--- src/rtl/fighter_pkg.sv ---
// Shared fighter encodings: action states, attack codes and default frame counts.
// Latency: n/a (types and constants only).
// Backpressure: n/a.
package fighter_pkg;

    typedef enum logic [2:0] {
        ST_IDLE     = 3'd0,
        ST_JUMP     = 3'd1,
        ST_STARTUP  = 3'd2,
        ST_ACTIVE   = 3'd3,
        ST_RECOVERY = 3'd4,
        ST_HITSTUN  = 3'd5
    } act_state_t;

    typedef enum logic [1:0] {
        ATK_NONE  = 2'd0,
        ATK_PUNCH = 2'd1,
        ATK_KICK  = 2'd2
    } atk_type_t;

    // Defaults shared with sprite_mapper and the hit detector.
    localparam int DEF_STARTUP_FRAMES  = 3;
    localparam int DEF_ACTIVE_FRAMES   = 2;
    localparam int DEF_RECOVERY_FRAMES = 6;
    localparam int DEF_HITSTUN_FRAMES  = 12;
    localparam int DEF_CNT_WIDTH       = 5;

    // Punch wins over kick when both requests land in the same frame.
    function automatic atk_type_t atk_pick(input logic punch, input logic kick);
        atk_type_t res;
        res = ATK_NONE;
        if (punch) begin
            res = ATK_PUNCH;
        end else if (kick) begin
            res = ATK_KICK;
        end
        return res;
    endfunction

endpackage

--- src/rtl/input_latch.sv ---
// Rising-edge detector with a sticky pending flag that clears on every frame strobe.
// Latency: req is combinational (pending OR edge in this clk), so an edge on a SCEN clk counts for that SCEN.
// Backpressure: none; requests not consumed on a SCEN are dropped.
module input_latch (
    input  logic clk,
    input  logic reset,
    input  logic scen,
    input  logic din,
    output logic req
);

    logic hist_q;
    logic pend_q;
    logic rise;

    assign rise = din & ~hist_q;
    assign req  = pend_q | rise;

    // History resets high so a button held through reset never looks like a press.
    always_ff @(posedge clk) begin
        if (reset) begin
            hist_q <= 1'b1;
            pend_q <= 1'b0;
        end else begin
            hist_q <= din;
            pend_q <= scen ? 1'b0 : req;
        end
    end

endmodule

--- src/rtl/player_action_ctrl.sv ---
// Per-player action sequencer: one exclusive action per frame (hit > attack > jump > move); optional ATK_BUFFER_EN buffers attacks pressed in recovery.
// Latency: outputs registered, updated on the clk where SCEN is high and held for the following frame.
// Backpressure: none; inputs not usable in the current state are discarded at the frame strobe.
module player_action_ctrl
    import fighter_pkg::*;
#(
    parameter int STARTUP_FRAMES  = DEF_STARTUP_FRAMES,
    parameter int ACTIVE_FRAMES   = DEF_ACTIVE_FRAMES,
    parameter int RECOVERY_FRAMES = DEF_RECOVERY_FRAMES,
    parameter int HITSTUN_FRAMES  = DEF_HITSTUN_FRAMES,
    parameter int CNT_WIDTH       = DEF_CNT_WIDTH
) (
    input  logic       clk,
    input  logic       reset,
    input  logic       SCEN,
    input  logic       btn_left,
    input  logic       btn_right,
    input  logic       btn_jump,
    input  logic       btn_punch,
    input  logic       btn_kick,
    input  logic       hit_taken,
    input  logic       jump_active,
    output logic       move_left,
    output logic       move_right,
    output logic       jump,
    output logic       atk_valid,
    output logic [1:0] atk_type,
    output logic [2:0] act_state,
    output logic       busy
);

    localparam logic [CNT_WIDTH-1:0] LD_STARTUP  = CNT_WIDTH'(STARTUP_FRAMES - 1);
    localparam logic [CNT_WIDTH-1:0] LD_ACTIVE   = CNT_WIDTH'(ACTIVE_FRAMES - 1);
    localparam logic [CNT_WIDTH-1:0] LD_RECOVERY = CNT_WIDTH'(RECOVERY_FRAMES - 1);
    localparam logic [CNT_WIDTH-1:0] LD_HITSTUN  = CNT_WIDTH'(HITSTUN_FRAMES - 1);
    // Takeoff grace: leave JUMP if player_move never reports airborne within 2 frames.
    localparam logic [CNT_WIDTH-1:0] LD_JUMP     = CNT_WIDTH'(1);

    logic jump_req, punch_req, kick_req, hit_req;
    logic dir_l, dir_r;

    act_state_t           state_q, state_d;
    atk_type_t            atk_type_q, atk_type_d, atk_sel;
    logic [CNT_WIDTH-1:0] cnt_q, cnt_d;
    logic                 seen_air_q, seen_air_d, air;
    logic                 move_left_d, move_right_d, jump_d;
`ifdef ATK_BUFFER_EN
    atk_type_t            buf_q, buf_d;
`endif

    input_latch u_jump  (.clk(clk), .reset(reset), .scen(SCEN), .din(btn_jump),  .req(jump_req));
    input_latch u_punch (.clk(clk), .reset(reset), .scen(SCEN), .din(btn_punch), .req(punch_req));
    input_latch u_kick  (.clk(clk), .reset(reset), .scen(SCEN), .din(btn_kick),  .req(kick_req));
    input_latch u_hit   (.clk(clk), .reset(reset), .scen(SCEN), .din(hit_taken), .req(hit_req));

    assign dir_l = btn_left & ~btn_right;
    assign dir_r = btn_right & ~btn_left;

    // Next-state and next-output decision, evaluated as if this clk were a frame strobe.
    always_comb begin
        state_d      = state_q;
        cnt_d        = (cnt_q == '0) ? '0 : cnt_q - CNT_WIDTH'(1);
        seen_air_d   = seen_air_q;
        atk_type_d   = atk_type_q;
        move_left_d  = 1'b0;
        move_right_d = 1'b0;
        jump_d       = 1'b0;
        air          = seen_air_q | jump_active;
        atk_sel      = atk_pick(punch_req, kick_req);
`ifdef ATK_BUFFER_EN
        buf_d        = buf_q;
        if (atk_sel == ATK_NONE) begin
            atk_sel = buf_q;
        end
`endif
        if (hit_req) begin
            state_d    = ST_HITSTUN;
            cnt_d      = LD_HITSTUN;
            atk_type_d = ATK_NONE;
            seen_air_d = 1'b0;
`ifdef ATK_BUFFER_EN
            buf_d      = ATK_NONE;
`endif
        end else begin
            case (state_q)
                ST_IDLE: begin
                    if (atk_sel != ATK_NONE) begin
                        state_d    = ST_STARTUP;
                        cnt_d      = LD_STARTUP;
                        atk_type_d = atk_sel;
`ifdef ATK_BUFFER_EN
                        buf_d      = ATK_NONE;
`endif
                    end else if (jump_req) begin
                        state_d      = ST_JUMP;
                        cnt_d        = LD_JUMP;
                        seen_air_d   = 1'b0;
                        jump_d       = 1'b1;
                        move_left_d  = dir_l;
                        move_right_d = dir_r;
                    end else begin
                        move_left_d  = dir_l;
                        move_right_d = dir_r;
                    end
                end
                ST_JUMP: begin
                    seen_air_d = air;
                    if (air && !jump_active) begin
                        state_d = ST_IDLE;
                    end else if (!air && cnt_q == '0) begin
                        state_d = ST_IDLE;
                    end
                end
                ST_STARTUP: begin
                    if (cnt_q == '0) begin
                        state_d = ST_ACTIVE;
                        cnt_d   = LD_ACTIVE;
                    end
                end
                ST_ACTIVE: begin
                    if (cnt_q == '0) begin
                        state_d = ST_RECOVERY;
                        cnt_d   = LD_RECOVERY;
                    end
                end
                ST_RECOVERY: begin
`ifdef ATK_BUFFER_EN
                    if (atk_pick(punch_req, kick_req) != ATK_NONE) begin
                        buf_d = atk_pick(punch_req, kick_req);
                    end
`endif
                    if (cnt_q == '0) begin
                        state_d    = ST_IDLE;
                        atk_type_d = ATK_NONE;
                    end
                end
                ST_HITSTUN: begin
                    if (cnt_q == '0) begin
                        state_d = ST_IDLE;
                    end
                end
                default: begin
                    state_d    = ST_IDLE;
                    atk_type_d = ATK_NONE;
                end
            endcase
        end
    end

    // State, counter and registered outputs advance only on frame strobes.
    always_ff @(posedge clk) begin
        if (reset) begin
            state_q    <= ST_IDLE;
            cnt_q      <= '0;
            seen_air_q <= 1'b0;
            atk_type_q <= ATK_NONE;
            move_left  <= 1'b0;
            move_right <= 1'b0;
            jump       <= 1'b0;
            atk_valid  <= 1'b0;
            busy       <= 1'b0;
`ifdef ATK_BUFFER_EN
            buf_q      <= ATK_NONE;
`endif
        end else if (SCEN) begin
            state_q    <= state_d;
            cnt_q      <= cnt_d;
            seen_air_q <= seen_air_d;
            atk_type_q <= atk_type_d;
            move_left  <= move_left_d;
            move_right <= move_right_d;
            jump       <= jump_d;
            atk_valid  <= (state_d == ST_ACTIVE);
            busy       <= (state_d != ST_IDLE);
`ifdef ATK_BUFFER_EN
            buf_q      <= buf_d;
`endif
        end
    end

    assign act_state = state_q;
    assign atk_type  = atk_type_q;

endmodule

--- config.mk ---
export PLATFORM = sky130hd
export DESIGN_NAME = player_action_ctrl
export DESIGN_NICKNAME = d
export VERILOG_FILES = /design/src/rtl/fighter_pkg.sv /design/src/rtl/input_latch.sv /design/src/rtl/player_action_ctrl.sv
export SDC_FILE = /design/constraint.sdc
export NUM_CORES = 1
export LEC_CHECK = 0
export BUFFER_PORTS_ARGS = -buffer_cell sky130_fd_sc_hd__buf_2
export CELL_PAD_IN_SITES_DETAIL_PLACEMENT = 2
export CELL_PAD_IN_SITES_GLOBAL_PLACEMENT = 2
export CORE_ASPECT_RATIO = 1.25
export CORE_MARGIN = 3
export CORE_UTILIZATION = 34
export CTS_CLUSTER_DIAMETER = 100
export DETAILED_ROUTE_END_ITERATION = 7
export PLACE_DENSITY = 0.85
export SYNTH_ARGS = -nofsm -noshare
export SYNTH_HDL_FRONTEND = slang
export SYNTH_SLANG_ARGS = --single-unit
--- constraint.sdc ---
create_clock -name clk -period 3.3 [get_ports clk]
set_clock_uncertainty 0.15 [all_clocks]
set_input_delay 0.66 -clock clk [delete_from_list [all_inputs] [get_ports clk]]
set_output_delay 0.66 -clock clk [all_outputs]
set_load 0.02 [all_outputs]
* Yosys cells after proc, flatten, opt, wreduce, memory -nomap -nowiden
Cells that the tools add are included.
Storage, ports and cells: output and inout port bits 10, logic and storage cells 96, bits in registers 24
Cells by class: reductions and logical operators 14, muxes and demuxes 36, bitwise logic cells 17, equality and inequality tests 11, add/sub/neg operators 1
Operators by type and width (count):
- two-way mux 5 bit | 6
- two-way mux 3 bit | 8
- one-hot mux 3 bit (5 select lines) | 1
- one-hot mux 5 bit (3 select lines) | 1
- two-way mux 1 bit | 13
- two-way mux 2 bit | 5
- == test 3 x 2 -> 1 bit, second input constant | 3
- inequality test 3 x 2 -> 1 bit, second input constant | 3
- AND reduction 4 bit | 2
- AND 1 bit | 6
- == test 3 bit, second input constant | 2
- inverter 1 bit | 6
- one-hot mux 2 bit (3 select lines) | 1
- nonzero test 3 bit | 2
- zero test 5 bit | 1
- OR 1 bit | 5
- subtractor 5 x 1 -> 5 bit, second input constant | 1
- OR reduction 2 bit | 2
- OR reduction 4 bit | 1
- == test 3 x 1 -> 1 bit, second input constant | 1
- zero test 3 bit | 1
- inequality test 3 x 1 -> 1 bit, second input constant | 1
- logical AND 1 bit | 2
- zero test 1 bit | 2
- other kinds (3) | 3

* Longest topological paths before layout
depth after elaboration 10, mapped depth 7

* Hierarchy
Synthesis repeated with hierarchy kept, for this count alone.
Second synthesis, totals: cells, all modules 141, area, all modules 1255.0 um^2
Modules (own cells, without submodules):
- player_action_ctrl | instances 1, seq. area each 320.3 um^2, cells each 113, area each 944.7 um^2
- input_latch | instances 4, seq. area each 40.0 um^2, cells each 7, area each 77.6 um^2

* Worst setup path before layout
OpenSTA, ideal clock, no wires.
kind input-to-reg, start input port hit_taken, end register state_q[1] (netlist: act_state[1]), data arrival time 1.814 ns, data required time 3.085 ns, stages on the path 5, slack 1.271 ns, library setup time 0.065 ns, path through nor2b_1 -> or4_1 -> a211o_1 -> mux2_2 -> nor2_1
Between the ends: longest elaborated chain between the ends 3
RTL lines:
- from (decl) | RTL line player_action_ctrl.sv:21 | input logic hit_taken,
- AND 1 bit | RTL line input_latch.sv:16 | assign rise = din & ~hist_q;
- OR 1 bit | RTL line input_latch.sv:17 | assign req = pend_q | rise;
- two-way mux 3 bit | RTL line player_action_ctrl.sv:76 | if (hit_req) begin
- to (signal assigned) | RTL line player_action_ctrl.sv:166 | state_q <= state_d;
- to (decl) | RTL line player_action_ctrl.sv:42 | act_state_t state_q, state_d;
Every way passes these cells. A chain may end at the register's enable or synchronous reset.

* Worst setup path after layout
start register cnt_q[0], end register busy
Between the ends: longest elaborated chain between the ends 7, elaborated cells on any way between the ends 10
RTL lines:
- from (decl) | RTL line player_action_ctrl.sv:44 | logic [CNT_WIDTH-1:0] cnt_q, cnt_d;
- from (signal assigned) | RTL line player_action_ctrl.sv:167 | cnt_q <= cnt_d;
- zero test 5 bit (*)
- logical AND 1 bit | RTL line player_action_ctrl.sv:110 | end else if (!air && cnt_q == '0) begin
- two-way mux 3 bit | RTL line player_action_ctrl.sv:110
- two-way mux 3 bit | RTL line player_action_ctrl.sv:108 | if (air && !jump_active) begin
- one-hot mux 3 bit (5 select lines) (*) | RTL line player_action_ctrl.sv:85 | case (state_q)
- two-way mux 3 bit (*) | RTL line player_action_ctrl.sv:76
- nonzero test 3 bit (*) | RTL line player_action_ctrl.sv:174 | busy <= (state_d != ST_IDLE);
- to (signal assigned) | RTL line player_action_ctrl.sv:174
- to (decl) | RTL line player_action_ctrl.sv:29 | output logic busy
Mark *: on every way between the ends. The rest lies on a longest branch, timed or not.

==> results.txt <==
Max VDD drop - 255 uV
Placer Congestion - 0.773
Row count - 22
EDFF count, synth - 0
Post-CTS Hold Buffers - 0
First-pass iteration count of the detailed router - 4
Crit-path cells - inv_1, ha_1, nor4b_1, and3_1, nor3_1, and2_1, a311oi_1
Crit Path Class - flop to flop
Seq/Total Area, Yosys - 42.7%
Most frequent cells in the layout - 24 x dfxtp_1, 19 x buf_2, 13 x nor3_1
Layout cell share with drive strength beyond 1 - 23.0%
Drt via density - 5.73
Starting Density - 36.9%
Overall Power - 0.000635 W
Status - completed
Total CTS buffers - 3
Static Leak - 0.535 nW
Dpl hpwl - 2320 um
Synth Flop Type - dfxtp_1
Measured slew at the worst slew-check pin - 0.753 ns
Die ar. - 4040 um2
Clock root buffer - clkbuf_4
CP arrival - 2.41 ns
Mapped Cells - 128
Area Overhead vs Synth - 14.9%
Area share of the largest cell type after synthesis - 42.7%
Final Cycle Share - 70.6%
Avg WL per Cell - 17.7 um
Top cell type by total area after synthesis - dfxtp_1
Syn Area/Cell - 8.80 um2
Clock Latency Late Sink - 0.32 ns
Final non-filler cell total - 184
# clock sinks - 24
# port buffers - 19
Global Route Usage Sum - 18.0%
Number of global-route vias before repair - 1160
Post-CTS setup buffer count - 0
Req. time, crit path - 3.38 ns
RSZ-0062 raised after global routing - false
HP Class - flop to flop
Largest net degree at the start of global routing - 25
Detailed-route DRC error count - 0
Mapped Nets - 139
Maximum buffer depth of the clock tree - 2
Final ANT Viol Nets - 0
Routed WL - 3250 um
Ys Warns - 0
Htree depth - 1
Max-slew violation count - 0
Largest cells by area after synthesis - dfxtp_1 43%, nor3_1 5.8%, inv_1 3.3%
I/O pins - 20
Pwr per Cell Area - 491 nW/um2
Dpl cells - 180
Nets - 160
TritonCTS clock tree - yes
Setup TNS - 0 ns
CP max stage delay - 0.64 ns
Crit-path slowest cell - nor4b_1
Fmax - 0.429 GHz
MaxCap Viol Count - 0
Leading cell type in the layout, fill and taps excluded - dfxtp_1
Total grt overflow - 0
Synth unique cells - 42
Chip Height - 70.3 um
Worst-path maximum fanout - 4
Post-Syn Area - 1130 um2
Max-slew headroom - 49.1%
Startpoint Class - flop
Vias - 1054
Final setup viols - 0
Minimum clock period - 2.33 ns
Starting DRT DRC Count - 19
Fin. Hold Viols - 0
Critical path capture point type - flop
#FFs+latches synth - 24
Antenna Diode Count - 0
Clk slew on worst S/H paths - 0.14 ns
Antenna violations before repair - 0
CTS resizes - 0
First-pass GRT wire length - 5710 um
FFs w/ async S/R, synth - 0%
Core area - 3060 um2
Die X - 57.5 um
registers in the layout, indices dropped and copies added, names as in the netlist:
name / flops
u_hit.hist_q: 1
u_kick.pend_q: 1
cnt_q: 5
move_right: 1
u_jump.hist_q: 1
atk_valid: 1
busy: 1
act_state: 3
u_punch.pend_q: 1
u_hit.pend_q: 1
u_kick.hist_q: 1
atk_type: 2
u_jump.pend_q: 1
jump: 1
move_left: 1
seen_air_q: 1
u_punch.hist_q: 1
worst max-delay path: cells and delay by family, from the launching register on:
kind	cells	cell delay, ns
compound gates	1	0.27
fa+ha+maj	1	0.23
flops	1	0.36
simple gates	4	1.15
buf+inv	1	0.08
power breakdown:
group / leakage (nW) / internal (W) / switching (W) / total (W)
registers: 0.197 / 0.000306 / 0.0000162 / 0.000322
clock network: 0.0210 / 0.0000675 / 0.0000936 / 0.000161
logic: 0.317 / 0.0000616 / 0.0000902 / 0.000152
total: 0.535 / 0.000435 / 0.000200 / 0.000635
final timing paths:
kind | slack (ns) | endpoint | depth (start not counted) | start
max | 0.97 | busy$_SDFFE_PP0P_ | 7 | cnt_q[0]$_SDFFE_PP0P_
max reg2reg | 0.97 | busy$_SDFFE_PP0P_ | 7 | cnt_q[0]$_SDFFE_PP0P_
min reg2reg | 0.34 | jump$_SDFFE_PP0P_ | 2 | jump$_SDFFE_PP0P_
min | 0.34 | jump$_SDFFE_PP0P_ | 2 | jump$_SDFFE_PP0P_
area by class of cell:
class	count	area [um2]
clock buffer	4	36.3
fill	352	1760
inverter	10	37.5
multi-input combinational	90	592
sequential	24	480
tap	36	45.0
timing repair buffer	20	103
logic make-up after synthesis:
logic type                 share of synthesized area [%]
DFF                                                 42.7
xor gates and xnor gates                            1.56
AOI/OAI and AO/OA                                   18.9
muxes                                               1.00
and+or+nand+nor                                     30.0
adders and majority gates                           1.11
buffers and inverters                               4.78
metal layers:
| layer | GRT usage (%) | vias to the layer above | part of all wire [%] |
|---|---|---|---|
| met5 | 0 | - | 0 |
| met4 | 4.64 | 0 | 1.0 |
| met3 | 3.33 | 4 | 3.0 |
| met2 | 31.8 | 19 | 53 |
| met1 | 21.7 | 525 | 43 |
| li1 | - | 506 | - |
synthesized netlist by cell type, drive strengths merged, types with 2 or more instances:
library cell  count
nor2              9
nand2             7
a31oi             2
and2              4
a211oi            2
nor2b             3
a21oi             4
and3              2
nand4             2
nand3             3
or2               4
nor3             13
nor4              2
clkbuf            3
o21ai             2
nand2b            4
a311oi            4
a32o              3
dfxtp            24
inv              10
per-stage QoR:
| step | setup slack [ns] | hold slack (ns) | cell area (um2) | utilization [%] |
|---|---|---|---|---|
| after floorplan | 1.27 | 0.289 | 1130 | - |
| after global placement | 1.12 | 0.299 | 1260 | 41.2 |
| after detailed placement | 1.01 | 0.307 | 1260 | 41.2 |
| after CTS | 0.973 | 0.338 | 1290 | 42.3 |
| after global routing | 0.802 | 0.364 | 1290 | 42.3 |
| final | 0.970 | 0.337 | 1290 | 42.3 |
Power figures use the tool's default switching activity.
